==> config.mk <==
export PLATFORM = sky130hd
export DESIGN_NAME = spi_target_regbank
export DESIGN_NICKNAME = d
export VERILOG_FILES = /design/src/rtl/spi_target_regbank.sv
export SDC_FILE = /design/constraint.sdc
export NUM_CORES = 1
export LEC_CHECK = 0
export CORE_AREA = 5 5 204 206
export DETAILED_ROUTE_END_ITERATION = 6
export DIE_AREA = 0 0 209 211
export GPL_TIMING_DRIVEN = 0
export PLACE_DENSITY = 0.44
export SYNTH_ARGS = -nofsm -noshare
export SYNTH_HDL_FRONTEND = slang
export SYNTH_SLANG_ARGS = --single-unit
==> constraint.sdc <==
create_clock -name wb_clk_i -period 16.6 [get_ports wb_clk_i]
set_input_delay 2.49 -clock wb_clk_i [delete_from_list [all_inputs] [get_ports wb_clk_i]]
set_output_delay 2.49 -clock wb_clk_i [all_outputs]
set_load 0.05 [all_outputs]
==> src/rtl/spi_target_regbank.sv <==
// rtl/spi_target_regbank.sv - SPI mode-0 target with a 16 x 8-bit register bank shared with a Wishbone slave
//
// Ports:
//   wb_clk_i, wb_rst_i        system clock, asynchronous active-high reset
//   wbs_*                     Wishbone slave: regs at index 0..15, STATUS at index 16
//   spi_sclk_i/csb_i/mosi_i   asynchronous SPI inputs from the external controller
//   spi_miso_o, spi_miso_oeb  MISO data and active-low pad output enable
//   irq_o                     level interrupt, WR_FLAG & IRQ_EN, registered
module spi_target_regbank #(
    parameter int         SYNC_STAGES = 2,
    parameter logic [7:0] REG_RESET   = 8'h00
) (
    input  logic        wb_clk_i,
    input  logic        wb_rst_i,
    input  logic        wbs_stb_i,
    input  logic        wbs_cyc_i,
    input  logic        wbs_we_i,
    input  logic [3:0]  wbs_sel_i,
    input  logic [31:0] wbs_dat_i,
    input  logic [31:0] wbs_adr_i,
    output logic        wbs_ack_o,
    output logic [31:0] wbs_dat_o,
    input  logic        spi_sclk_i,
    input  logic        spi_csb_i,
    input  logic        spi_mosi_i,
    output logic        spi_miso_o,
    output logic        spi_miso_oeb,
    output logic        irq_o
);

    typedef enum logic [1:0] {ST_IDLE, ST_CMD, ST_DATA} state_e;

    state_e state_q, state_d;

    logic [SYNC_STAGES-1:0] sclk_sync_q, csb_sync_q, mosi_sync_q;
    logic sclk_prev_q, csb_prev_q;
    logic [2:0]  bit_cnt_q;
    logic [7:0]  rx_q, tx_q;
    logic [3:0]  addr_q;
    logic        is_write_q;
    logic        miso_q;
    logic [7:0]  regs_q [16];
    logic        wr_flag_q, irq_en_q, irq_q;
    logic        ack_q;
    logic [31:0] dat_q;

    logic sclk_s, csb_s, mosi_s;
    logic sclk_rise, sclk_fall, csb_fall, csb_rise;
    logic [7:0] rx_next;
    logic shift_en, cmd_done, byte_done, spi_commit, tx_shift_en, oeb;

    logic        wb_req, wb_reg_we, status_we;
    logic [4:0]  wb_idx;
    logic [31:0] rd_data;
    logic        unused_bits;

    assign sclk_s  = sclk_sync_q[SYNC_STAGES-1];
    assign csb_s   = csb_sync_q[SYNC_STAGES-1];
    assign mosi_s  = mosi_sync_q[SYNC_STAGES-1];

    assign sclk_rise = sclk_s & ~sclk_prev_q;
    assign sclk_fall = ~sclk_s & sclk_prev_q;
    assign csb_fall  = csb_prev_q & ~csb_s;
    assign csb_rise  = ~csb_prev_q & csb_s;
    assign rx_next   = {rx_q[6:0], mosi_s};

    // FSM: state register
    always_ff @(posedge wb_clk_i or posedge wb_rst_i) begin
        if (wb_rst_i) state_q <= ST_IDLE;
        else          state_q <= state_d;
    end

    // FSM: next state; csb rising aborts from anywhere
    always_comb begin
        state_d = state_q;
        if (csb_rise) begin
            state_d = ST_IDLE;
        end else begin
            case (state_q)
                ST_IDLE: if (csb_fall) state_d = ST_CMD;
                ST_CMD:  if (cmd_done) state_d = ST_DATA;
                ST_DATA: state_d = ST_DATA;
                default: state_d = ST_IDLE;
            endcase
        end
    end

    // FSM: outputs and datapath strobes; SCLK edges only count while csb is low
    always_comb begin
        shift_en    = 1'b0;
        cmd_done    = 1'b0;
        byte_done   = 1'b0;
        spi_commit  = 1'b0;
        tx_shift_en = 1'b0;
        oeb         = 1'b1;
        if (state_q != ST_IDLE) begin
            oeb      = 1'b0;
            shift_en = sclk_rise & ~csb_s & ~csb_rise;
        end
        if (state_q == ST_CMD) begin
            cmd_done = shift_en & (bit_cnt_q == 3'd7);
        end
        if (state_q == ST_DATA) begin
            byte_done   = shift_en & (bit_cnt_q == 3'd7);
            spi_commit  = byte_done & is_write_q;
            tx_shift_en = sclk_fall & ~csb_s & ~csb_rise & ~is_write_q;
        end
    end

    // Synchronizers, edge history and SPI shift datapath
    always_ff @(posedge wb_clk_i or posedge wb_rst_i) begin
        if (wb_rst_i) begin
            sclk_sync_q <= '0;
            csb_sync_q  <= '1;
            mosi_sync_q <= '0;
            sclk_prev_q <= 1'b0;
            csb_prev_q  <= 1'b1;
            bit_cnt_q   <= 3'd0;
            rx_q        <= 8'h00;
            tx_q        <= 8'h00;
            addr_q      <= 4'd0;
            is_write_q  <= 1'b0;
            miso_q      <= 1'b0;
        end else begin
            sclk_sync_q <= {sclk_sync_q[SYNC_STAGES-2:0], spi_sclk_i};
            csb_sync_q  <= {csb_sync_q[SYNC_STAGES-2:0], spi_csb_i};
            mosi_sync_q <= {mosi_sync_q[SYNC_STAGES-2:0], spi_mosi_i};
            sclk_prev_q <= sclk_s;
            csb_prev_q  <= csb_s;
            if (csb_fall || csb_rise) begin
                bit_cnt_q <= 3'd0;
                rx_q      <= 8'h00;
                miso_q    <= 1'b0;
            end else if (shift_en) begin
                rx_q      <= rx_next;
                bit_cnt_q <= bit_cnt_q + 3'd1;
                if (cmd_done) begin
                    is_write_q <= rx_next[7];
                    addr_q     <= rx_next[3:0];
                    if (!rx_next[7]) tx_q <= regs_q[rx_next[3:0]];
                end else if (byte_done) begin
                    addr_q <= addr_q + 4'd1;
                    if (!is_write_q) tx_q <= regs_q[addr_q + 4'd1];
                end
            end else if (tx_shift_en) begin
                miso_q <= tx_q[7];
                tx_q   <= {tx_q[6:0], 1'b0};
            end
        end
    end

    assign wb_req    = wbs_stb_i & wbs_cyc_i & ~ack_q;
    assign wb_idx    = wbs_adr_i[6:2];
    assign wb_reg_we = wb_req & wbs_we_i & wbs_sel_i[0] & ~wb_idx[4];
    assign status_we = wb_req & wbs_we_i & (wb_idx == 5'd16);

    // Register bank; the SPI commit is assigned last so it wins a same-cycle collision
    always_ff @(posedge wb_clk_i or posedge wb_rst_i) begin
        if (wb_rst_i) begin
            for (int i = 0; i < 16; i++) regs_q[i] <= REG_RESET;
        end else begin
            if (wb_reg_we)  regs_q[wb_idx[3:0]] <= wbs_dat_i[7:0];
            if (spi_commit) regs_q[addr_q]      <= rx_next;
        end
    end

    // STATUS; a set from SPI overrides a simultaneous write-1-to-clear
    always_ff @(posedge wb_clk_i or posedge wb_rst_i) begin
        if (wb_rst_i) begin
            wr_flag_q <= 1'b0;
            irq_en_q  <= 1'b0;
            irq_q     <= 1'b0;
        end else begin
            if (status_we && wbs_dat_i[0]) wr_flag_q <= 1'b0;
            if (spi_commit)                wr_flag_q <= 1'b1;
            if (status_we)                 irq_en_q  <= wbs_dat_i[8];
            irq_q <= wr_flag_q & irq_en_q;
        end
    end

    always_comb begin
        rd_data = 32'h0;
        if (!wb_idx[4])
            rd_data = {24'h0, regs_q[wb_idx[3:0]]};
        else if (wb_idx == 5'd16)
            rd_data = {23'h0, irq_en_q, 6'h0, ~csb_s, wr_flag_q};
    end

    always_ff @(posedge wb_clk_i or posedge wb_rst_i) begin
        if (wb_rst_i) begin
            ack_q <= 1'b0;
            dat_q <= 32'h0;
        end else begin
            ack_q <= wb_req;
            dat_q <= wb_req ? rd_data : 32'h0;
        end
    end

    assign wbs_ack_o    = ack_q;
    assign wbs_dat_o    = dat_q;
    assign spi_miso_o   = miso_q;
    assign spi_miso_oeb = oeb;
    assign irq_o        = irq_q;

    assign unused_bits = ^{wbs_sel_i[3:1], wbs_adr_i[31:7], wbs_adr_i[1:0], wbs_dat_i[31:9]};

endmodule

* Yosys cells after proc, flatten, opt, wreduce, memory -nomap -nowiden *
Index checks and enable logic that the tools add are counted.

word-level totals
  register bits = 198
  output and inout port bits = 36
  logic and storage cells = 145
  input bits = 76

cells by class
  multiplexer cells = 47
  bitwise logic cells = 31
  $add $sub $neg = 2
  magnitude comparators = 6
  equality and inequality tests = 10
  reduce and logical (&&, ||, !) cells = 16

operators with widths
  kind                   count
  $bwmux W128            2
  $mux W128              2
  $mux W8                14
  $bmux W8 S4            3
  $demux W8 S4           2
  $mux W32               1
  $ge A5 B5 Y1 const B   4
  $not A4 Y5             4
  $and A1 B1 Y1          18
  $mux W9                2
  $mux W7                2
  $reduce_bool A2 Y1     6
  $mux W1                11
  $lt A5 B1 Y1 const B   2
  $ne A3 B3 Y1 const B   3
  $not A1 Y1             9
  $mux W4                2
  $mux W2                3
  $mux W3                2
  $pmux W2 S3            1
  $reduce_and A3 Y1      2
  $eq A5 B5 Y1 const B   1
  $reduce_and A5 Y1      1
  $add A4 B1 Y4 const B  1
  11 further kinds       14

* Depth between registers and ports, before layout *
  depth after elaboration = 10
  depth in mapped cells = 11
  depth with buffers taken out = 7

* Least setup slack after synthesis *
OpenSTA, ideal clock, no wires.

  path type = input to register
  from = input wbs_adr_i[2]
  to = register dat_q[2] (netlist: wbs_dat_o[2])
  library setup time = 119 ps
  stages = 5
  path buffers = 2
  required time = 16,481 ps
  data arrival time = 3,938 ps
  slack = 12,543 ps
  cell sequence = buf_2 > buf_4 > mux4_2 > mux4_2 > and2_1

between the ends
  cells in the longest elaborated chain, start to end = 6

RTL lines
  item                                         line  source
  start, declared                              20    input logic [31:0] wbs_adr_i,
  $not A4 Y5 (implied by the code)             184   rd_data = {24'h0, regs_q[wb_idx[3:0]]};
  $bmux W8 S4                                  184
  $mux W8 (implied by the code) (2 in series)  184
  $mux W9                                      183   if (!wb_idx[4])
  $mux W32                                     195   dat_q <= wb_req ? rd_data : 32'h0;
  end signal, assigned                         195
  end, declared                                45    logic [31:0] dat_q;

No other way between the ends. The select of a mux whose other input is x is not followed.
A chain may end at the register's enable or synchronous reset.

* Worst setup path after layout *
  from = input wbs_adr_i[4]
  to = register regs_q[17] (netlist name)

between the ends
  cells in the longest elaborated chain, start to end = 9
  elaborated cells on any way between the ends = 10
  classes of those cells = order compare (2); mux (6); bitwise (1); reduce/logical (1)

RTL lines
  item                                                                       line  source
  $not A4 Y5 (implied by the code) (*)                                       162   if (wb_reg_we) regs_q[wb_idx[3:0]] <= wbs_dat_i[7:0];
  $ge A5 B5 Y1 (implied by the code) / $lt A5 B1 Y1 (equally long branches)  162
  $logic_and A1 B1 Y1 (implied by the code)                                  162
  $mux W8 (implied by the code)                                              162
  $demux W8 S4 (*)                                                           162
  $bwmux W128 (*)                                                            162
  $mux W128 (*)                                                              162
  $bwmux W128                                                                163   if (spi_commit) regs_q[addr_q] <= rx_next;
  $mux W128 (*)                                                              163
  end signal, assigned by index                                              162
  end signal, assigned by index                                              163
  end, declared                                                              42    logic [7:0] regs_q [16];

Mark *: on every way between the ends. The rest lies on a longest branch, timed or not.

==> qor.tcl <==
set qor(tightest_slew_ns) 1.02
set qor(largest_net_degree_at_the_start_of_global_routing) 97
set qor(synth-main-ff-cell) {sky130_fd_sc_hd__dfrtp_1}
set qor(cts.reportedPaths.clkPinSlew_ns) 0.07
set qor(synth_most_common_cell) {sky130_fd_sc_hd__dfrtp_1}
set qor(stdcell_count) 1695
set qor(synth.cells.most_frequent) {sky130_fd_sc_hd__dfrtp_1 (172), sky130_fd_sc_hd__nor2_1 (151), sky130_fd_sc_hd__mux2i_1 (115), sky130_fd_sc_hd__a21oi_1 (111), sky130_fd_sc_hd__mux4_2 (104)}
set qor(final_setup_violation_count) 0
set qor(count_of_standard_cell_rows) 73
set qor(post_drt_wl_per_cell_um) 26.9
set qor(tightest_slew_margin_relative_to_the_limit_pct) 31.8
set qor(routabilityCongestion) 0.919
set qor(numPortBuffers) 34
set qor(worst_setup_ep_type) {flop}
set qor(chipHeight_um) 211
set qor(post_synth.cell_area_avg_um2) 10.8
set qor(drtPass1Iterations) 5
set qor(yosys_warnings) 0
set qor(hold_path.class) {flop to flop}
set qor(cp.required_ns) 16.92
set qor(cts.sinks) 175
set qor(setup_total_negative_slack_ns) 0
set qor(grtUsageTotal_pct) 20.7
set qor(wirelength_mm) 45.6
set qor(crit_path_max_fanout) 10
set qor(floorplan.initialDensity_pct) 29.5
set qor(synthToLayoutAreaGrowth_pct) 14.8
set qor(synth_largest_area_cell) {sky130_fd_sc_hd__dfrtp_1}
set qor(grt_antenna_before_repair) 0
set qor(cts-resized-gates) 0
set qor(numCtsBuffers) 17
set qor(fin_crit_sh_pct) 28.5
set qor(ant_nets) 0
set qor(p_leak_nw) 5.21
set qor(aggregate_global_routing_overflow) 0
set qor(cts_hold_buffers) 0
set qor(dpl.hpwl_mm) 33.7
set qor(detail_route.drc_violations) 0
set qor(final_period_minus_worst_setup_slack_ns) 4.72
set qor(layout-drive-gt1-share_pct) 20.9
set qor(die_width_um) 209
set qor(power_density_nw_per_um2) 83.8
set qor(grt_setup_unrepaired) {false}
set qor(fp.coreArea_um2) 39500
set qor(ys_types) 62
set qor(syn-instance-count) 1082
set qor(clk_latency_ns) 0.46
set qor(timing.critical_path.arrival_ns) 5.04
set qor(peakVddDrop_v) 0.0000522
set qor(synthesis.area_um2) 11700
set qor(number_of_synthesized_flops_with_an_enable_pin) 0
set qor(clk_path_buf_depth) 2
set qor(diodes) 0
set qor(seq_area_um2) 4380
set qor(multi_input_combinational_cell_area_um2) 6670
set qor(vias) 9422
set qor(floorplan.die_area_um2) 44100
set qor(grt_first_pass_wirelength_mm) 66.4
set qor(synth-seq-area-share_pct) 37.6
set qor(drt-vias-per-instance) 5.56
set qor(finalPower_w) 0.00112
set qor(io_pins) 112
set qor(design.final.nets) 1244
set qor(final_max_slew_viol_count) 0
set qor(yosys.area.top_type_share_pct) 36.9
set qor(timing_hold_violations_final) 0
set qor(top_cells_by_area_synth) {sky130_fd_sc_hd__dfrtp_1 (37%), sky130_fd_sc_hd__mux4_2 (20%), sky130_fd_sc_hd__mux2i_1 (9.9%), sky130_fd_sc_hd__nor2_1 (4.9%), sky130_fd_sc_hd__a21oi_1 (4.8%)}
set qor(critPathKind) {input port to flop}
set qor(critical_path.startpoint_type) {input port}
set qor(synth.ff_latch_count) 175
set qor(skew_ns) 0.0139
set qor(result_of_the_run) {finished, final reports clean}
set qor(post-cts-setup-buffers) 0
set qor(first_global_vias) 9088
set qor(fmax_ghz) 0.212
set qor(async_reset_ff_share_pct) 100
set qor(cts_tree) {yes}
set qor(drv.max_cap_violation_count) 0
set qor(num-fill-cells) 4042
set qor(drt_iter0_drc) 945
set qor(htreeDepth) 4
set qor(place.detailed.instances) 1664
set qor(clock-root-buffer) {sky130_fd_sc_hd__clkbuf_16}
==> logic make-up (layout without fill, tap and decap cells) <==
kind of cell / after synthesis / count (layout) / synth area share (%)
other: 1 / 23 / 0.0322
AND/OR/NAND/NOR: 353 / 353 / 14.8
multiplexers: 224 / 224 / 30.5
adder cells (fa/ha/maj): 10 / 10 / 1.07
AO/OA/AOI/OAI: 186 / 186 / 9.67
flip-flops: 175 / 175 / 37.6
XOR/XNOR: 4 / 4 / 0.462
buffers and inverters: 129 / 195 / 5.86
==> where the power goes <==
part	switching, W	total (W)	leakage (nW)	internal (W)
logic	0.000120	0.000202	3.14	0.0000821
registers	0.0000272	0.000482	1.77	0.000455
clock network	0.000188	0.000436	0.301	0.000249
total	0.000335	0.00112	5.21	0.000786
==> layer usage <==
metal,GRT usage (%),routed length [µm],vias to the layer above
met1,29.1,19800,4824
li1,-,-,4110
met4,7.92,1730,0
met3,3.74,3330,64
met2,32.0,20700,424
met5,0,0,-
==> stage by stage <==
step                      area [µm²]  worst slack [ns]  hold slack [ns]  util, %
after floorplan                11700              9.37            0.331        -
after global placement         12700              6.16            0.342     32.3
after detailed placement       12800             11.44            0.337     32.4
after CTS                      13400             11.91            0.354     33.9
after global routing           13400             11.77            0.364     33.9
final                          13400             11.88            0.351     33.9
==> critical path: stages <==
cell                              delay [ns]
sky130_fd_sc_hd__clkdlybuf4s50_1        0.60
sky130_fd_sc_hd__clkbuf_1               0.64
sky130_fd_sc_hd__nand4_2                0.31
sky130_fd_sc_hd__nor2_2                 0.64
sky130_fd_sc_hd__mux2i_1                0.27
sky130_fd_sc_hd__a21oi_1                0.09
==> final cells by class <==
class / count / share of cell area, %
Sequential cell: 175 / 32.8
Buffer: 116 / 4.74
Clock buffer: 22 / 3.55
Inverter: 13 / 0.421
Multi-Input combinational cell: 800 / 49.9
Tap cell: 525 / 4.91
Clock inverter: 9 / 0.982
Timing Repair Buffer: 35 / 2.75
==> cells in the final DEF, fill, tap and decap left out, drive strengths merged, types with 6 or more instances in the layout <==
cell type | netlist | routed
nand2 | 95 | 95
nor2 | 156 | 156
nand4 | 19 | 19
nand3 | 20 | 20
inv | 12 | 14
clkbuf | 39 | 61
mux2i | 115 | 115
a2111oi | 6 | 6
ha | 10 | 10
a22oi | 6 | 6
clkdlybuf4s50 | 0 | 34
buf | 77 | 78
a21boi | 10 | 10
mux4 | 104 | 104
and2 | 9 | 9
conb | 1 | 23
a21oi | 111 | 111
nor3 | 19 | 19
a31oi | 35 | 35
dfrtp | 172 | 172
o21ai | 10 | 10
==> flip-flops by register name (all words and copies together) (netlist names), 2 cells and up <==
name	count
csb_sync_q	2
mosi_sync_q	2
wbs_dat_o	9
state_q	2
rx_q	7
regs_q	128
addr_q	4
sclk_sync_q	2
tx_q	8
bit_cnt_q	3
==> worst paths after layout <==
path / start / endpoint / slack [ns] / depth (start not counted)
setup / recovery: wbs_adr_i[4] / regs_q[17] / 11.88 / 6
hold / removal: mosi_sync_q[0] / mosi_sync_q[1] / 0.35 / 0
setup reg to reg: addr_q[0] / tx_q[5] / 12.65 / 11
hold reg to reg: mosi_sync_q[0] / mosi_sync_q[1] / 0.35 / 0
max in group asynchronous: wb_rst_i / csb_sync_q[0] / 13.10 / 3
min in group asynchronous: wb_rst_i / regs_q[6] / 2.55 / 2
(Power assumes the default switching activity.)
==> patch 1, RTL diff (config.mk and constraints unchanged) <==
`SYNC_STAGES`: 2 -> 4.
--- a/src/rtl/spi_target_regbank.sv
+++ b/src/rtl/spi_target_regbank.sv
@@ -7,7 +7,7 @@
 //   spi_miso_o, spi_miso_oeb  MISO data and active-low pad output enable
 //   irq_o                     level interrupt, WR_FLAG & IRQ_EN, registered
 module spi_target_regbank #(
-    parameter int         SYNC_STAGES = 2,
+    parameter int         SYNC_STAGES = 4,
     parameter logic [7:0] REG_RESET   = 8'h00
 ) (
     input  logic        wb_clk_i,
Check against the original RTL: not equivalent (a bounded check fails within 4 cycles, from zero or initial values and one cycle with wb_rst_i high).
==> patch 1 against the original RTL <==
Critical endpoint is now wbs_dat_o[6]$_DFF_PP0_. Wire length down 5.7%. Sequential share of layout area up 0.73 points. Die area did not move. Design area up 1.2%. Power decreased by 1.9%. Sequential cell count grew 6. Critical path depth is the same. Setup slack got worse by 0.52 ns. Area after synthesis increased by 1.5%. Non-clock buffer count shrank 5. Highest routed layer is now met5.
==> patch 1: results <==
group,metric,value,unit
run_status,status,"finished clean",
sta,fin_worst_skew,0.0140,ns
global_routing,gr-usage-met3,4.78,%
detailed_routing,wl_met2,20000,um
logic_synthesis,yosysSeqAreaShare,38.3,%
global_routing,met2_usage,30.9,%
logic_synthesis,netlist_top_cells_area,"dfrtp_1 37%, mux4_2 18%, mux2i_1 14%, a21oi_1 5.3%, nor2_1 4.5%",
placement,dp_slack,10.95,ns
worst_setup_path,rr_startpoint,"addr_q[0]$_DFFE_PP0P_",
placement,placedCellCount,1641,
power_and_ir_drop,power.leakage,5.02,nW
logic_synthesis,synth_xor_area_share,0.370,%
logic_synthesis,synth_fa_ha_area_share,1.06,%
global_routing,grt_pass1_vias,9094,
logic_synthesis,ys_warn_count,0,
final_layout,largest_reg_flops,128,
worst_setup_path,endpoint,"wbs_dat_o[6]$_DFF_PP0_",
detailed_routing,num_vias,9069,
worst_setup_path,slowest_stage,"buf_1",
global_routing,grt_antenna_before_repair,3,
power_and_ir_drop,switching_share,29.9,%
worst_setup_path,crit_family,"buffers and inverters",
worst_setup_path,cp.arrival,5.59,ns
logic_synthesis,synth_cell_types,61,
detailed_routing,drt-met1-wl,18900,um
sta,worst_pin_slew,1.17,ns
power_and_ir_drop,peakVddDrop,42.2,uV
global_routing,use_met1,26.8,%
detailed_routing,drt_wl_total,43000,um
placement,gp_congestion,0.973,
logic_synthesis,synthCells,1060,
worst_setup_path,crit_path_start,"wbs_adr_i[3]",
global_routing,grt.total_usage,19.7,%
worst_setup_path,r2r_setup_slack,12.09,ns
detailed_routing,met3_length,2970,um
logic_synthesis,synthMuxAreaShare,32.9,%
placement,dpl.hpwl,33400,um
global_routing,grt_max_degree,103,
placement,numPortBuffers,33,
logic_synthesis,netlist_top_cells_count,"176 x dfrtp_1, 165 x mux2i_1, 141 x nor2_1, 126 x a21oi_1, 95 x mux4_2",
detailed_routing,top_layer_used,"met5",
detailed_routing,vias_per_cell,5.42,
global_routing,grt_pass1_wl,64000,um
detailed_routing,first_pass_iters,7,
clocking,ctsResizeCount,0,
logic_synthesis,synth_compound_area_share,9.32,%
detailed_routing,first_iter_violations,652,
[patch 1: power by group through the flow]
stage	Sequential [mW]	Combinational, mW	Clock (mW)
final	0.488	0.178	0.432
after floorplan	0.490	0.115	0
after global routing	0.491	0.191	0.460
after global placement	0.496	0.174	0
after CTS	0.488	0.176	0.442
after detailed placement	0.497	0.175	0
[patch 1: worst min-delay path by stage]
stage	start	endpoint	slack [ns]	depth (start not counted)
floorplan	mosi_sync_q[0]$_DFF_PP0_	mosi_sync_q[1]$_DFF_PP0_	0.33	0
CTS	sclk_sync_q[1]$_DFF_PP0_	sclk_sync_q[2]$_DFF_PP0_	0.35	0
finish	sclk_sync_q[1]$_DFF_PP0_	sclk_sync_q[2]$_DFF_PP0_	0.35	0
detailed placement	mosi_sync_q[1]$_DFF_PP0_	mosi_sync_q[2]$_DFF_PP0_	0.34	0
global placement	mosi_sync_q[1]$_DFF_PP0_	mosi_sync_q[2]$_DFF_PP0_	0.33	0
global route	mosi_sync_q[1]$_DFF_PP0_	mosi_sync_q[2]$_DFF_PP0_	0.36	0
[patch 1: per-stage QoR]
| stage | area, um2 | hold WS, ns | total power, mW |
|---|---|---|---|
| final | 13500 | 0.348 | 1.10 |
| after global routing | 13500 | 0.355 | 1.14 |
| after CTS | 13500 | 0.351 | 1.11 |
| after detailed placement | 12900 | 0.336 | 0.672 |
| after global placement | 12900 | 0.333 | 0.671 |
| after floorplan | 11900 | 0.331 | 0.605 |
[patch 1: area by class of cell]
type / count / area [um2]
tap: 525 / 657
clock buffer: 21 / 480
multi-input combinational: 776 / 6700
timing repair buffer: 34 / 358
sequential: 181 / 4540
fill: 4026 / 25900
buffer: 112 / 627
inverter: 13 / 56.3
clock inverter: 10 / 123
==> patch 2, RTL diff (config.mk and constraints unchanged) <==
Without the edit above. The 3 states of `state_e` get a one-hot encoding in 3 bits.
--- a/src/rtl/spi_target_regbank.sv
+++ b/src/rtl/spi_target_regbank.sv
@@ -28,7 +28,7 @@
     output logic        irq_o
 );
 
-    typedef enum logic [1:0] {ST_IDLE, ST_CMD, ST_DATA} state_e;
+    typedef enum logic [2:0] {ST_IDLE = 3'b001, ST_CMD = 3'b010, ST_DATA = 3'b100} state_e;
 
     state_e state_q, state_d;
 
Formal check against the unedited RTL: no difference found for any inputs over 4 cycles, from zero or initial values and one cycle with wb_rst_i high; so few cycles prove little.
==> patch 2 against the original RTL <==
Non-clock buffer count decreased by 9. Clock skew shrank 0.00084 ns. Setup slack got worse by 0.34 ns. Power down 7.9%. Sequential cell count increased by 1. Largest cell class unchanged. First-iteration DRC count shrank 11%. Core utilization shrank 0.42 points. Design area decreased by 1.3%. Highest routed layer unchanged. Critical endpoint is now wbs_dat_o[6]$_DFF_PP0_. Wire length decreased by 11%. Final cell count is 4.0% lower. Area after synthesis decreased by 1.6%.
==> patch 2: results <==
group,metric,value,unit
detailed_routing,first_iter_violations,843,
final_layout,largest-register,"regs_q",
power_and_ir_drop,internal_power,0.754,mW
final_layout,nFillCells,4054,
min_path,min_delay_path_depth,0,
min_path,worstHoldEndpoint,"mosi_sync_q[1]$_DFF_PP0_",
detailed_routing,num_vias,8791,
placement,dp_slack,11.14,ns
worst_setup_path,crit_family,"buffers and inverters",
worst_setup_path,cp.arrival,5.40,ns
logic_synthesis,netlist_top_cells_area,"dfrtp_1 38%, mux4_2 20%, mux2i_1 13%, nand2_1 5.3%, o21ai_0 4.8%",
clocking,numCtsBuffers,17,
clocking,path_clk_slew,0.07,ns
final_layout,drive_above_1_share,18.9,%
clocking,clk_latency,0.45,ns
worst_setup_path,worstReg2RegEnd,"tx_q[0]$_DFFE_PP0P_",
run_status,status,"finished clean",
job,drv_cap,0,
logic_synthesis,synth_xor_area_share,0.305,%
placement,gp_congestion,0.863,
placement,dpl.hpwl,30600,um
worst_setup_path,cpPeakStageDelay,0.81,ns
logic_synthesis,synth_cell_types,56,
power_and_ir_drop,power.leakage,4.23,nW
worst_setup_path,endpoint,"wbs_dat_o[6]$_DFF_PP0_",
worst_setup_path,crit_path_start,"wbs_adr_i[3]",
sta,fin_worst_skew,0.0130,ns
logic_synthesis,synth_compound_area_share,8.41,%
detailed_routing,wl_per_cell,25.1,um
worst_setup_path,r2r_setup_slack,12.41,ns
placement,numPortBuffers,33,
power_and_ir_drop,clk-power,0.440,mW
global_routing,grt_max_degree,115,
global_routing,grt.total_usage,18.4,%
clocking,ctsResizeCount,0,
power_and_ir_drop,p_seq,0.463,mW
global_routing,grt_pass1_vias,8625,
logic_synthesis,yosysSeqAreaShare,38.4,%
power_and_ir_drop,peakVddDrop,48.2,uV
sta,worst_pin_slew,1.04,ns
logic_synthesis,netlist_top_cells_count,"172 x dfrtp_1, 162 x nand2_1, 146 x mux2i_1, 110 x o21ai_0, 100 x mux4_2",
worst_setup_path,slowest_stage,"clkbuf_1",
final_layout,diodes,0,
global_routing,grt_pass1_wl,59600,um
final_layout,fin_nets,1173,
worst_setup_path,r2r_cells,10,
global_routing,grt_antenna_before_repair,2,
sta,period_share,30.5,%
logic_synthesis,synth_fa_ha_area_share,0.764,%
power_and_ir_drop,total_power,1.03,mW
logic_synthesis,synthMuxAreaShare,35.7,%
patch 2: cell types whose count changed after synthesis, sizes merged, moves of 27 or more:
cell | before | now
a21oi | 111 | 3
a31oi | 35 | 0
buf | 77 | 50
mux2i | 115 | 146
nand2 | 95 | 162
nor2 | 156 | 35
o21ai | 10 | 139
patch 2: metrics by stage:
step,hold slack [ns],cell area [um2],cells
5_1_grt,0.357,13200,1628
3_3_place_gp,0.337,12500,1595
4_1_cts,0.355,13200,1628
6_report,0.351,13200,1628
2_1_floorplan,0.331,11600,1037
3_5_place_dp,0.339,12600,1596
patch 2: kinds of logic after synthesis:
logic type | Yosys count
XOR/XNOR | 4
flip-flops | 176
adder cells (fa/ha/maj) | 7
other | 1
multiplexers | 266
AND/OR/NAND/NOR | 270
AO/OA/AOI/OAI | 174
buffers and inverters | 117
patch 2: area by class of cell:
| cell class | instances | area share, % |
|---|---|---|
| plain buffers | 108 | 4.20 |
| multi-input cells | 744 | 49.7 |
| well taps | 525 | 4.97 |
| repair buffers | 34 | 2.71 |
| inverters | 9 | 0.313 |
| flip-flops and latches | 176 | 33.4 |
| clock inverters | 9 | 0.976 |
| clock buffers | 23 | 3.77 |
patch 2: worst register-to-register path, cell delays in order, from the launching register on:
cell and delay, ns:
dfrtp_1 0.37, buf_2 0.33, buf_1 0.69, inv_1 0.15, ha_1 0.32, buf_2 0.23, buf_2 0.45, mux4_2 0.62
mux4_2 0.47, mux2i_1 0.30, o21ai_0 0.14
patch 2: layer usage:
layer  track usage, %  vias up  wire length [um]
li1                 -     3868                 -
met5                0        -                 0
met4             6.10        0              1280
met2             28.8      309             18800
met3             3.39       48              2580
met1             25.9     4566             18100
